--- config.mk ---
export PLATFORM = sky130hd
export DESIGN_NAME = bus_assign_masked_pipe
export DESIGN_NICKNAME = d
export VERILOG_FILES = /design/src/rtl/bus_assign_pkg.sv /design/src/rtl/bus_assign_stage.sv /design/src/rtl/bus_assign_masked_pipe.sv
export SDC_FILE = /design/constraint.sdc
export NUM_CORES = 1
export LEC_CHECK = 0
export ABC_AREA = 0
export CAP_MARGIN = 20
export CORE_ASPECT_RATIO = 1.5
export CORE_UTILIZATION = 47
export CTS_CLUSTER_SIZE = 24
export DETAILED_ROUTE_END_ITERATION = 10
export GPL_TIMING_DRIVEN = 0
export PLACE_DENSITY = 0.83
export SYNTH_ARGS = -nofsm -noshare
export SYNTH_HDL_FRONTEND = slang
export SYNTH_SLANG_ARGS = --single-unit
--- constraint.sdc ---
create_clock -name clk -period 5.3 [get_ports clk]
set_input_delay 0.795 -clock clk [delete_from_list [all_inputs] [get_ports clk]]
set_output_delay 0.795 -clock clk [all_outputs]
set_load 0.005 [all_outputs]
--- src/rtl/bus_assign_pkg.sv ---
// Shared limits, types and the masking helper for the masked bus-assign pipeline.
package bus_assign_pkg;

    localparam int MAX_WIDTH  = 64;
    localparam int MAX_STAGES = 4;

    typedef logic [2:0] occupancy_t;

    function automatic logic [MAX_WIDTH-1:0] apply_mask(
        input logic [MAX_WIDTH-1:0] data,
        input logic [MAX_WIDTH-1:0] mask,
        input logic [MAX_WIDTH-1:0] undriven
    );
        return (data & mask) | (undriven & ~mask);
    endfunction

endpackage

--- src/rtl/bus_assign_stage.sv ---
// One valid/data slot of the masked bus pipeline with its advance logic.
module bus_assign_stage
    import bus_assign_pkg::*;
#(
    parameter int               WIDTH     = 6,
    parameter logic [WIDTH-1:0] RESET_VAL = '0
) (
    input  logic             clk,
    input  logic             rst,
    input  logic             i_valid,
    input  logic [WIDTH-1:0] i_data,
    input  logic             i_next_ready,
    output logic             o_ready,
    output logic             o_valid,
    output logic [WIDTH-1:0] o_data
);

    logic             r_valid;
    logic [WIDTH-1:0] r_data;

    // Slot accepts when empty or when its current beat moves on this cycle.
    assign o_ready = !r_valid || i_next_ready;
    assign o_valid = r_valid;
    assign o_data  = r_data;

    always_ff @(posedge clk or posedge rst) begin
        if (rst) begin
            r_valid <= 1'b0;
            r_data  <= RESET_VAL;
        end else if (o_ready) begin
            r_valid <= i_valid;
            if (i_valid) begin
                r_data <= i_data;
            end
        end
    end

endmodule

--- src/rtl/bus_assign_masked_pipe.sv ---
// Masked source-to-sink bus copy through a STAGES-deep valid/ready pipeline.
module bus_assign_masked_pipe
    import bus_assign_pkg::*;
#(
    parameter int               WIDTH        = 6,
    parameter int               STAGES       = 2,
    parameter logic [WIDTH-1:0] CONN_MASK    = 6'b110111,
    parameter logic [WIDTH-1:0] UNDRIVEN_VAL = '0
) (
    input  logic             clk,
    input  logic             rst,
    input  logic             src_valid,
    output logic             src_ready,
    input  logic [WIDTH-1:0] src_bus,
    output logic             snk_valid,
    input  logic             snk_ready,
    output logic [WIDTH-1:0] snk_bus,
    input  logic             cfg_wr,
    input  logic [WIDTH-1:0] cfg_mask,
    output logic [WIDTH-1:0] active_mask,
    output occupancy_t       occupancy
);

    generate
        if (STAGES < 1 || STAGES > MAX_STAGES || WIDTH < 1 || WIDTH > MAX_WIDTH)
        begin : g_bad_params
            $error("bus_assign_masked_pipe: WIDTH or STAGES out of range");
        end
    endgenerate

    logic [WIDTH-1:0] r_mask;
    occupancy_t       r_occ;
    logic [STAGES:0]  w_valid;
    logic [STAGES:0]  w_ready;
    logic [WIDTH-1:0] w_data [0:STAGES];
    logic             w_accept;
    logic             w_deliver;

    // Data is bound to the mask in force on the acceptance cycle.
    assign w_valid[0] = src_valid;
    assign w_data[0]  = WIDTH'(apply_mask(MAX_WIDTH'(src_bus),
                                          MAX_WIDTH'(r_mask),
                                          MAX_WIDTH'(UNDRIVEN_VAL)));
    assign w_ready[STAGES] = snk_ready;

    genvar k;
    generate
        for (k = 0; k < STAGES; k++) begin : g_stage
            bus_assign_stage #(
                .WIDTH     (WIDTH),
                .RESET_VAL (UNDRIVEN_VAL)
            ) u_stage (
                .clk          (clk),
                .rst          (rst),
                .i_valid      (w_valid[k]),
                .i_data       (w_data[k]),
                .i_next_ready (w_ready[k+1]),
                .o_ready      (w_ready[k]),
                .o_valid      (w_valid[k+1]),
                .o_data       (w_data[k+1])
            );
        end
    endgenerate

    assign src_ready   = w_ready[0];
    assign snk_valid   = w_valid[STAGES];
    assign snk_bus     = w_data[STAGES];
    assign active_mask = r_mask;
    assign occupancy   = r_occ;

    assign w_accept  = src_valid && w_ready[0];
    assign w_deliver = w_valid[STAGES] && snk_ready;

    always_ff @(posedge clk or posedge rst) begin
        if (rst) begin
            r_mask <= CONN_MASK;
        end else if (cfg_wr) begin
            r_mask <= cfg_mask;
        end
    end

    always_ff @(posedge clk or posedge rst) begin
        if (rst) begin
            r_occ <= '0;
        end else if (w_accept && !w_deliver) begin
            r_occ <= r_occ + 3'd1;
        end else if (!w_accept && w_deliver) begin
            r_occ <= r_occ - 3'd1;
        end
    end

endmodule
# After elaboration in Yosys (flattened, before gate mapping)

Index checks and enable logic that the tools add are counted.

Register bits after elaboration: 23
Input bits: 17
Output and inout port bits: 17
Word-level logic and storage cells: 24

$add $sub $neg: 2
Muxes and demuxes: 2
Bitwise logic cells: 1
Reductions and logical operators: 13

Operator list:

| operator            | number |
|---|---|
| $and 6x6->6         | 1 |
| $mux 3              | 2 |
| $logic_and 1x1->1   | 4 |
| $logic_not 1->1     | 4 |
| $reduce_and 2->1    | 2 |
| $add 3x1->3 const B | 1 |
| $sub 3x1->3 const B | 1 |
| $logic_or 1x1->1    | 2 |
| $reduce_bool 2->1   | 1 |

# Depth between registers and ports, before layout

Gate-level depths: netlist of the first run.

Word-level depth: 8
Depth in mapped cells: 9
Gate-level depth less buffers: 9

# Hierarchy

Synthesis of the first run repeated with hierarchy kept, for this count alone.

Cell total of the unflattened synthesis: 67
Area total of the unflattened synthesis: 1042.2 µm²

By module, submodules not included:

| module                 | times used | cells each | area each (µm²) | seq. area each (µm²) |
|---|---|---|---|---|
| bus_assign_stage       | 2          | 17         | 301.5           | 175.2 |
| bus_assign_masked_pipe | 1          | 33         | 439.2           | 231.5 |

# Worst setup path after synthesis of the first run

Ideal clock, no wire load.

Kind: input to register
Start point: input src_valid
End point: register r_occ[2] (netlist: occupancy[2])
Library setup time: 79 ps
Data arrival time: 2172 ps
Required time: 5221 ps
Setup slack: 3049 ps
Stages on the path: 9
Buffers on the path: 1
Cells stage by stage: clkbuf_1 -> nand2_2 -> inv_1 -> ha_1 -> inv_1 -> fa_1 -> xor2_1 -> nor2_1 -> xor2_1

Longest elaborated chain between the ends: 4
Elaborated cells between the ends (all ways): 6
Those cells by class: mux: 1; reduce/logical: 5

RTL lines:

| element                     | line                         | RTL |
|---|---|---|
| start, declared             | bus_assign_masked_pipe.sv:12 | `input logic src_valid,` |
| $logic_and 1x1->1 (*)       | bus_assign_masked_pipe.sv:71 | `assign w_accept = src_valid && w_ready[0];` |
| net w_accept                | bus_assign_masked_pipe.sv:36 | `logic w_accept;` |
| $logic_not 1->1             | bus_assign_masked_pipe.sv:87 | `end else if (!w_accept && w_deliver) begin` |
| $logic_and 1x1->1           | bus_assign_masked_pipe.sv:87 |  |
| $reduce_bool 2->1 (no line) | --                           |  |
| end signal, assigned        | bus_assign_masked_pipe.sv:86 | `r_occ <= r_occ + 3'd1;` |
| end signal, assigned        | bus_assign_masked_pipe.sv:88 | `r_occ <= r_occ - 3'd1;` |
| end, declared               | bus_assign_masked_pipe.sv:32 | `occupancy_t r_occ;` |

Mark *: on every way through the listed nets, which the timed path passes. The rest lies on a longest branch.
A chain may end at the register's enable or synchronous reset.

# Final worst setup path of the first run

Start point: input snk_ready
End point: output src_ready

Longest elaborated chain between the ends: 2

RTL lines:

| element                       | line                         | RTL |
|---|---|---|
| start, declared               | bus_assign_masked_pipe.sv:16 | `input logic snk_ready,` |
| $logic_or 1x1->1 (2 in a row) | bus_assign_stage.sv:22       | `assign o_ready = !r_valid \|\| i_next_ready;` |
| end, declared                 | bus_assign_masked_pipe.sv:13 | `output logic src_ready,` |

No other way between the ends.

==> impl_results.md, run 1 <==
- Max Cap Viol: 0
- TritonCTS buffer count: 3
- Yosys reg bits: 23
- Total clock sinks: 23
- Worst reg2reg path depth: 9
- First-pass GRT wire length: 3.029 mm
- Most common cell on crit path: clkdlybuf4s50_1
- R2R Path End: occupancy[2]
- Tot Pwr: roughly 0.00045 W
- Slew @ Worst Pin: about 0.83 ns
- Worst setup EP type: output pin
- IO Count: 34
- Final Hold Slack: 0.4730 ns
- Setup crit start: snk_ready
- Critical path buffer and inverter count: 2
- Ant diodes: 0
- Largest net degree at the start of global routing: 24
- H-tree levels: 1
- Crit path max-delay family: buffers and inverters
- Worst path slowest cell: clkdlybuf4s50_1
- CTS Root Cell: clkbuf_4
- Fillcell total: roughly 150
- Worst R2R Setup Slack: approximately 3.3 ns
- Max_slew headroom: 0.4437
- Setup Buffers After CTS: 0
- Core ar.: between 0.0015 and 0.002 mm²
- Mapped Area: around 970 µm²
- 1st-iter DRT viols: 3
- Synthesized instance count: between 60 and 70
- Worst skew pair latency: just over 0.3 ns
- Final Max Tran Viols: 0
- Die height: ~58 µm
- Worst Clk Skew: ~0.0067 ns
- Post-CTS sizing: 0
- Initial antenna violation count: 0
- Drc violations: 0
- Critical R2R Launch: g_stage[0].u_stage.o_valid
- Row cnt: 19
- Via density: 5.180
- Post-route insts no fill: about 120
- Synthesized net count: 85
- Fin Setup TNS: 0 ns
- Vias in the first global route: 661
- Average routed wire per standard cell: approximately 15 µm
- Crit path arrival time: between 2 and 2.5 ns
- Hold path depth: 1
- Post-layout util: 0.7109
- CP Class: primary input to output pin
- Clock transition at path regs: between 0.1 and 0.15 ns
- Tmin final: ~2.8 ns
- HP Class: register to register
- RSZ-0062 raised after global routing: no
- CP Depth: 3
- Layout cells sized above 1: 0.2574
- Worst path required time: between 4 and 5 ns
- Die area: ~0.0023 mm²
- Layout area overhead: 37.50%
- Ys Warns: 0
- LEAKAGE: between 0.6 and 0.7 nW
- Max clock buf depth: 2
- Pwr Density: around 340 mW/mm²
- Register area share after synthesis: 0.5992
- Crit-path cells: clkdlybuf4s50_1 -> nand3b_4 -> clkdlybuf4s50_1
- Final hold violations: 0
- WL final: roughly 1.8 mm
- Worst Setup EP: src_ready
- Dpl cells: between 100 and 150
- DP Wirelength: approximately 1.4 mm
- Initial core utilization: 0.5170
- Crit start category: primary input
- Outcome: finished clean
- Distinct cells, synth: 20
- Peak Freq: 354.8 MHz
- Hold buffer count at cts: 0
- Clock tree from TritonCTS: done
- Number of setup violations in the final report: 0
- FF/Latch Area: slightly below 600 µm²
- Pre-antenna DRT Iters: 2
- Final Net Count: roughly 120
- Placer Congestion: around 0.63
- Multi-input logic area: between 300 and 400 µm²
- PortBufs: 31
- Max stage delay on crit path: 0.52 ns
- Syn avg cell area: about 15 µm²
- Final worst-path cycle share: 0.5318
- DRT antenna net count: 0
- Overflow after GRT: 0
- Max VDD drop: about 240 µV
- Worst-path maximum fanout: 9
- Via count: approximately 630
- Total GRT Usage: 0.2025
- Horiz. Die Dim: slightly below 40 µm
==> power by group <==
group / switching (W) / total (W) / internal (W)
combinational: 0.0000439 / 0.000135 / 0.0000913
clock: 0.0000517 / 0.0000799 / 0.0000282
sequential: 0.0000266 / 0.000238 / 0.000211
==> layout make-up <==
type | count | area share
Sequential cell | 23 | 0.4358
Inverter | 3 | 0.008435
Timing Repair Buffer | 31 | 0.2324
Clock buffer | 3 | 0.01687
Buffer | 2 | 0.006560
Tap cell | 21 | 0.01968
Multi-Input combinational cell | 38 | 0.2765
Clock inverter | 1 | 0.003749
==> worst min path at each step <==
stage                                         to                    startpoint
finish                              occupancy[2]                  occupancy[2]
global route                        occupancy[2]                  occupancy[2]
CTS                                 occupancy[2]                  occupancy[2]
detailed placement                  occupancy[2]                  occupancy[2]
global placement    g_stage[0].u_stage.o_data[2]  g_stage[0].u_stage.o_data[2]
floorplan           g_stage[0].u_stage.o_data[0]  g_stage[0].u_stage.o_data[0]
==> synth_stat cells <==
master / number / area share
mux2_2: 12 / 0.14
dfstp_2: 5 / 0.14
nor2_1: 1 / 0.0039
a21bo_1: 6 / 0.062
clkbuf_1: 1 / 0.0039
nand2b_2: 1 / 0.0090
mux2_1: 1 / 0.012
nand3b_4: 1 / 0.021
buf_2: 1 / 0.0051
xnor2_1: 1 / 0.0090
inv_1: 3 / 0.012
fa_1: 1 / 0.021
nand2_4: 1 / 0.012
nand2_1: 1 / 0.0039
ha_1: 1 / 0.013
nand2b_1: 2 / 0.013
dfrtp_1: 18 / 0.46
nand2_2: 1 / 0.0064
nand4_1: 6 / 0.039
xor2_1: 2 / 0.018
==> per-stage QoR <==
step / setup slack, ns / instance area (µm²)
CTS: 2.481 / 1335
global placement: 2.494 / 1308
floorplan: 3.049 / 970.9
finish: 2.482 / 1335
detailed placement: 2.415 / 1308
global route: 2.427 / 1335
==> cells in the final DEF, fill, tap and decap left out <==
cell and instances:
nand2b_2 1, mux2_1 1, buf_2 1, ha_1 1, mux2_2 12, xor2_1 2, nor2_1 1, clkbuf_4 3
dfstp_2 5, dfrtp_1 18, nand2_4 1, nand2_2 1, inv_1 3, nand4_1 6, a21bo_1 6, nand3b_4 1
clkdlybuf4s50_1 31, clkinv_2 1, fa_1 1, nand2_1 1, nand2b_1 2, clkbuf_1 1, xnor2_1 1
==> cell families (layout without fill, tap and decap cells) <==
| group | Yosys count | in the layout | share of synthesized area |
|---|---|---|---|
| AO/OA/AOI/OAI | 6 | 6 | 0.06186 |
| multiplexers | 13 | 13 | 0.1508 |
| AND/OR/NAND/NOR | 14 | 14 | 0.1070 |
| buffers and inverters | 5 | 40 | 0.02061 |
| flip-flops | 23 | 23 | 0.5992 |
| adder cells (fa/ha/maj) | 2 | 2 | 0.03350 |
| XOR/XNOR | 3 | 3 | 0.02707 |
==> layer usage <==
layer | up-vias | track usage | part of all wire
met4 | 0 | 0.1182 | 0.026
met2 | 33 | 0.3190 | 0.50
met3 | 5 | 0.03448 | 0.050
met1 | 298 | 0.2540 | 0.42
met5 | - | 0 | 0
li1 | 296 | - | -
==> sequential cells by signal, summed over array words and instances, names as in the netlist <==
| name | cells |
|---|---|
| occupancy | 3 |
| g_stage.u_stage.o_data | 12 |
| active_mask | 6 |
| g_stage.u_stage.o_valid | 2 |
==> worst reg2reg max path: cells and delay by family, from the launching register on <==
family	cells	cell delay [ns]
xor gates and xnor gates	2	0.31
adders and majority gates	2	0.56
buffers and inverters	2	0.16
DFF	1	0.46
and+or+nand+nor	3	0.42
Power figures use the tool's default switching activity.
==> run 2: changes to the inputs <==
CORE_UTILIZATION = 39   (was 47)
PLACE_DENSITY = 0.74   (was 0.83)
clock period = 2.4 ns   (was 5.3 ns; I/O delays follow)
==> run 2 against run 1 <==
Net effect:
- flip-flop and latch count did not move
- global-route usage decreased by 5.9 points
- cell area barely moved
- core utilization is 13 points lower
- register-to-register slack worse by 2.8 ns
- sequential share of layout area barely moved
- clock skew shrank 0.0036 ns
- critical path type is now primary input to register
- largest cell class unchanged
- highest routed layer unchanged
==> impl_results.md, run 2 (synthesis results as in run 1) <==
- Crit path arrival time: 2.32 ns (+0.30 ns)
- Outcome: finished clean
- Commonest cells after routing, fill and taps aside: 31 x clkdlybuf4s50_1, 18 x dfrtp_1, 12 x mux2_2, 6 x nand4_1, 6 x a21bo_1
- Average routed wire per standard cell: 13.20 µm (-12%)
- Worst setup EP type: register
- Via density: 5.194 (+0.26%)
- Max VDD drop: 347.7 µV (+45%)
- Post-route design area: 0.001336 mm² (about the same)
- Worst path slowest cell: clkdlybuf4s50_1
- Worst-path maximum fanout: 9 (unchanged)
- HP Class: primary input to register
- FF/Latch Area: 581.8 µm² (unchanged)
- Hold buffer count at cts: 0 (unchanged)
- Crit-path cells: clkdlybuf4s50_1 -> nand3b_4 -> nand2_2 -> inv_1 -> ha_1 -> inv_1 -> fa_1 -> xor2_1 -> nor2_1 -> xor2_1
- Worst skew pair latency: 0.30 ns (about the same)
- Placer Congestion: 0.7128 (+13%)
- Pwr Density: 731.9 mW/mm² (+120%)
- Via count: 644 (+1.9%)
- Dpl ws: -0.01778 ns (-2.433 ns)
- Horiz. Die Dim: 42.74 µm (+9.3%)
- Dpl cells: 120 (+1.7%)
- Clock tree from TritonCTS: done
- Post-layout util: 0.5846 (-0.1263)
- PortBufs: 31 (unchanged)
- Worst path required time: 2.63 ns (-1.88 ns)
- Total clock sinks: 23 (unchanged)
- Fillcell total: 202 (+36%)
- WL final: 1.637 mm (-10%)
- Setup crit start: snk_ready
- Worst Hold Launch: cfg_wr
- Crit start category: primary input
- Overflow after GRT: 0 (unchanged)
- IO Count: 34 (unchanged)
- Layout area overhead: 37.63% (about the same)
- Max clock buf depth: 2 (unchanged)
- Die area: 0.002697 mm² (+20%)
- Final Max Tran Viols: 0 (unchanged)
- Setup Buffers After CTS: 0 (unchanged)
- LEAKAGE: 0.6268 nW (-0.43%)
- Max stage delay on crit path: 0.51 ns (about the same)
- Largest net degree at the start of global routing: 24 (unchanged)
- H-tree levels: 1 (unchanged)
- TritonCTS buffer count: 3 (unchanged)
- CP Class: primary input to register
- Critical R2R Launch: g_stage[1].u_stage.o_valid
- Initial antenna violation count: 0 (unchanged)
- Max reg flops: 12 (unchanged)
- Drc violations: 0 (unchanged)
- Most common cell after layout, fill and taps aside: clkdlybuf4s50_1
- First-pass GRT wire length: 2.953 mm (-2.5%)
- Layout cells sized above 1: 0.2475 (-0.009901)
- Peak Freq: between 400 and 500 MHz
- Slew @ Worst Pin: 0.8539 ns (+0.02035 ns)
- Max Cap Viol: 0 (unchanged)
- Number of setup violations in the final report: 0 (unchanged)
- Final hold violations: 0 (unchanged)
- Final Hold Slack: 0.4234 ns (-0.04967 ns)
- Max_slew headroom: 0.4301 (-0.01358)
- Tmin final: approximately 2.1 ns
- Final worst-path cycle share: 0.8706
- Multi-input logic area: 369.1 µm² (unchanged)
- Final Net Count: 121 (unchanged)
- Placed inst area: 0.001310 mm² (+0.19%)
- Row cnt: 21 (+2)
- Worst Clk Skew: 0.003079 ns (-0.003583 ns)
- Die height: 63.11 µm (+9.4%)
- Ant diodes: 0 (unchanged)
- Post-route insts no fill: 124 (+1.6%)
- 1st-iter DRT viols: 6 (+3)
- Core ar.: 0.002286 mm² (+22%)
- Total GRT Usage: 0.1431 (-0.05936)
- RSZ-0062 raised after global routing: no
- Clock transition at path regs: 0.11 ns (about the same)
- Pre-antenna DRT Iters: 2 (unchanged)
- Setup slack after layout: 0.3106 ns (-2.171 ns)
- DRT antenna net count: 0 (unchanged)
- DP Wirelength: 1.275 mm (-11%)
- Vias in the first global route: 694 (+5.0%)
- Post-CTS sizing: 0 (unchanged)
- CTS Root Cell: clkbuf_4
- Initial core utilization: 0.4247 (-0.09225)
## run 2: layout make-up
class                   count  area share
flip-flops and latches     23      0.4354
inverters                   3    0.008427
multi-input cells          38      0.2762
plain buffers               2    0.006554
well taps                  23     0.02154
clock buffers               4     0.01966
repair buffers             31      0.2322
## run 2: final timing paths
check                                                     to  slack, ns  cells after the start
min in group asynchronous       g_stage[0].u_stage.o_data[5]       0.53                      2
worst min-delay path                          active_mask[4]       0.42                      2
max in group asynchronous       g_stage[1].u_stage.o_data[2]       1.35                      2
worst min register to register                  occupancy[2]       0.48                      1
worst max register to register                  occupancy[2]       0.47                      9
worst max-delay path                            occupancy[2]       0.31                     10
## run 2: routing by layer
layer	part of all wire	vias up	global-route usage
met1	0.41	311	0.1822
met3	0.073	2	0.02006
li1	-	301	-
met4	0.011	0	0.07031
met5	0	-	0
met2	0.51	30	0.2330
## run 2: power by group
group / switching, W / internal (W)
clock: 0.000103 / 0.0000647
sequential: 0.0000534 / 0.000467
combinational: 0.0000904 / 0.000200
total: 0.000247 / 0.000731
## run 2: worst max-delay path: cells and delay by family
| family | cells | cell delay (ns) |
|---|---|---|
| AND/OR/NAND/NOR | 3 | 0.44 |
| buffers and inverters | 3 | 0.66 |
| XOR/XNOR | 2 | 0.30 |
| adder cells (fa/ha/maj) | 2 | 0.55 |
## run 2: metrics by stage
step	power, W	setup TNS [ns]
after detailed placement	0.0008261	-0.01778
after global placement	0.0008134	0
after floorplan	0.0006553	0
after global routing	0.001048	0
final	0.0009780	0
after CTS	0.0009988	0
==> patch, RTL diff (settings of run 2) <==
Add an input register stage for `cfg_wr` and `cfg_mask`, without a reset; this delays them by one clock. The other inputs are not delayed to match.
--- a/src/rtl/bus_assign_masked_pipe.sv
+++ b/src/rtl/bus_assign_masked_pipe.sv
@@ -20,6 +20,14 @@
     output logic [WIDTH-1:0] active_mask,
     output occupancy_t       occupancy
 );
+
+    logic cfg_wr_q;
+    logic [WIDTH-1:0] cfg_mask_q;
+
+    always_ff @(posedge clk) begin
+        cfg_wr_q   <= cfg_wr;
+        cfg_mask_q <= cfg_mask;
+    end
 
     generate
         if (STAGES < 1 || STAGES > MAX_STAGES || WIDTH < 1 || WIDTH > MAX_WIDTH)
@@ -74,8 +82,8 @@
     always_ff @(posedge clk or posedge rst) begin
         if (rst) begin
             r_mask <= CONN_MASK;
-        end else if (cfg_wr) begin
-            r_mask <= cfg_mask;
+        end else if (cfg_wr_q) begin
+            r_mask <= cfg_mask_q;
         end
     end
 
Behaviour: not the same (a bounded check fails within 4 cycles, from zero or initial values and one cycle with rst high).
==> patch against run 2 <==
Non-clock buffer count increased by 1; sequential power increased by 24%; fmax decreased by 1.8%; cell area increased by 17%; power increased by 34%; setup slack got worse by 0.039 ns; global-route usage increased by 0.82 points; area after synthesis increased by 14%; sequential cell count increased by 7; wire length increased by 13%; critical path depth unchanged.
==> patch: results (changes against run 2) <==
Parameter                              Value

Outcome
  Result of the run    finished clean

Synthesis
  Cell types occupying the most area after synthesis    dfrtp_1 (41%), dfxtp_1 (13%), mux2_2 (12%)
  YS warnings    0 (unchanged)
  Fraction of synthesis flops using an asynchronous set or reset pin    76.67% (-23 points)
  Syn Nets    92 (+8.2%)
  Most instantiated cells after synthesis    dfrtp_1 (18), mux2_2 (12), dfxtp_1 (7), a21bo_1 (6), nand4_1 (6)
  Top FF cell, synth    dfrtp_1
  Netlist cell types    21 (+5.0%)
  Fraction of the yosys area taken by sequential cells    64.98% (+5.1 points)

Detailed routing
  Number of DRC violations after detailed-routing iteration 0    12 (+6)
  Via-to-Cell Ratio    4.673 (-10%)
  Detailed-router iteration count before antenna repair    2 (unchanged)
  Routed length per instance    12.28 um (-7.0%)

Cells and area
  Number of diodes    0 (unchanged)
  Nets    131 (+8.3%)
  Count of fill cells added during filler insertion    227 (+12%)
  Share of cells above drive strength 1    23.89% (-0.86 points)

STA
  Worst slew margin relative to its limit    44.79% (+1.8 points)
  Setup Skew    0.008141 ns (+0.005062 ns)
  Total negative slack    0 ns (unchanged)

Placed design
  IO Port Bufs    32 (+3.2%)
  Gpl congestion    0.7489 (+5.1%)
  Sum of net half-perimeters after detailed placement    1485 um (+16%)
  Placement Cell Area    1478 um^2 (+13%)

Power
  Internal portion of total power    998.1 uW (+36%)
  Proportion of power drawn by the clock network    28.0% (+11 points)
  Combinational power    298 uW (+3%)
  Worst ir drop on vdd    0.0006188 V (+78%)
  Pleak    0.0007144 uW (+14%)

GRT
  GR Util All Layers    15.13% (+0.82 points)
  Via count of the first global-routing pass    730 (+5.2%)
  Pin count of the biggest net entering global routing    24 (unchanged)
  First-pass GRT wire length    3056 um (+3.5%)
  Initial antenna violation count    0 (unchanged)

Hold path
  Class of the tightest hold or removal check    reg -> reg

Clocking
  Inserted Clock Buffers    5 (+2)
  Largest buffer count on any clock path    2 (unchanged)
  CTS Root Cell    clkbuf_8
  Setup Buffers After CTS    0 (unchanged)
  Clock insertion delay at the later pin of the skew report    0.27 ns (-0.03 ns)
  H-tree depth reported by CTS    2 (+1)
  Clock transition at the registers of the reported paths    0.06 ns (-0.05 ns)
  Resized cells post-CTS    0 (unchanged)

Setup path
  Arrival time at the worst endpoint    roughly 2.3 ns
  Largest fanout of any net on the critical path    9 (unchanged)
  Critical Path Slowest Stage Cell    clkdlybuf4s50_1
  Worst path top cell family by delay    buffers and inverters
  Longest individual stage delay on the worst path    0.49 ns (-0.02 ns)
[patch: metrics by stage]
stage | power, uW | setup WS, ns | std cells | util [%]
after floorplan | 781.1 | 0.5862 | 73 | -
after global placement | 940.3 | 0.01584 | 142 | 55.21
after detailed placement | 960.1 | -0.03080 | 142 | 55.21
after CTS | 1331 | 0.2482 | 150 | 58.20
after global routing | 1392 | 0.08152 | 150 | 58.20
final | 1310 | 0.2716 | 150 | 58.20
[patch: worst paths after layout]
path	from	endpoint	slack (ns)	depth (start not counted)
setup / recovery	snk_ready	occupancy[2]	0.27	10
hold / removal	cfg_mask_q[2]	active_mask[2]	0.46	1
setup reg to reg	g_stage[0].u_stage.o_valid	occupancy[2]	0.45	9
hold reg to reg	cfg_mask_q[2]	active_mask[2]	0.46	1
max in group asynchronous	rst	active_mask[3]	1.32	2
min in group asynchronous	rst	g_stage[1].u_stage.o_data[4]	0.56	2
[patch: logic make-up (layout without fill, tap and decap cells)]
kind of cell             Yosys count  count (layout)  share of synthesized area, %
flip-flops                        30              30                         64.98
AND/OR/NAND/NOR                   14              14                         9.347
multiplexers                      13              13                         13.18
AO/OA/AOI/OAI                      6               6                         5.406
buffers and inverters              5              45                         1.801
XOR/XNOR                           3               3                         2.365
adder cells (fa/ha/maj)            2               2                         2.928
[patch: final cells by class]
cell class | count | share of cell area [%]
Inverter | 3 | 0.7229
Clock buffer | 8 | 5.141
Timing Repair Buffer | 32 | 20.56
Tap cell | 37 | 2.972
Sequential cell | 30 | 46.35
Buffer | 2 | 0.5623
Multi-Input combinational cell | 38 | 23.69
[patch: layer usage]
layer  vias to the layer above  share of wire, %  track usage [%]
met5                         -                 0                0
li1                        329                 -                -
met4                         0               2.9            10.23
met2                        26                56            25.18
met3                         4               6.1            7.754
met1                       342                35            13.68
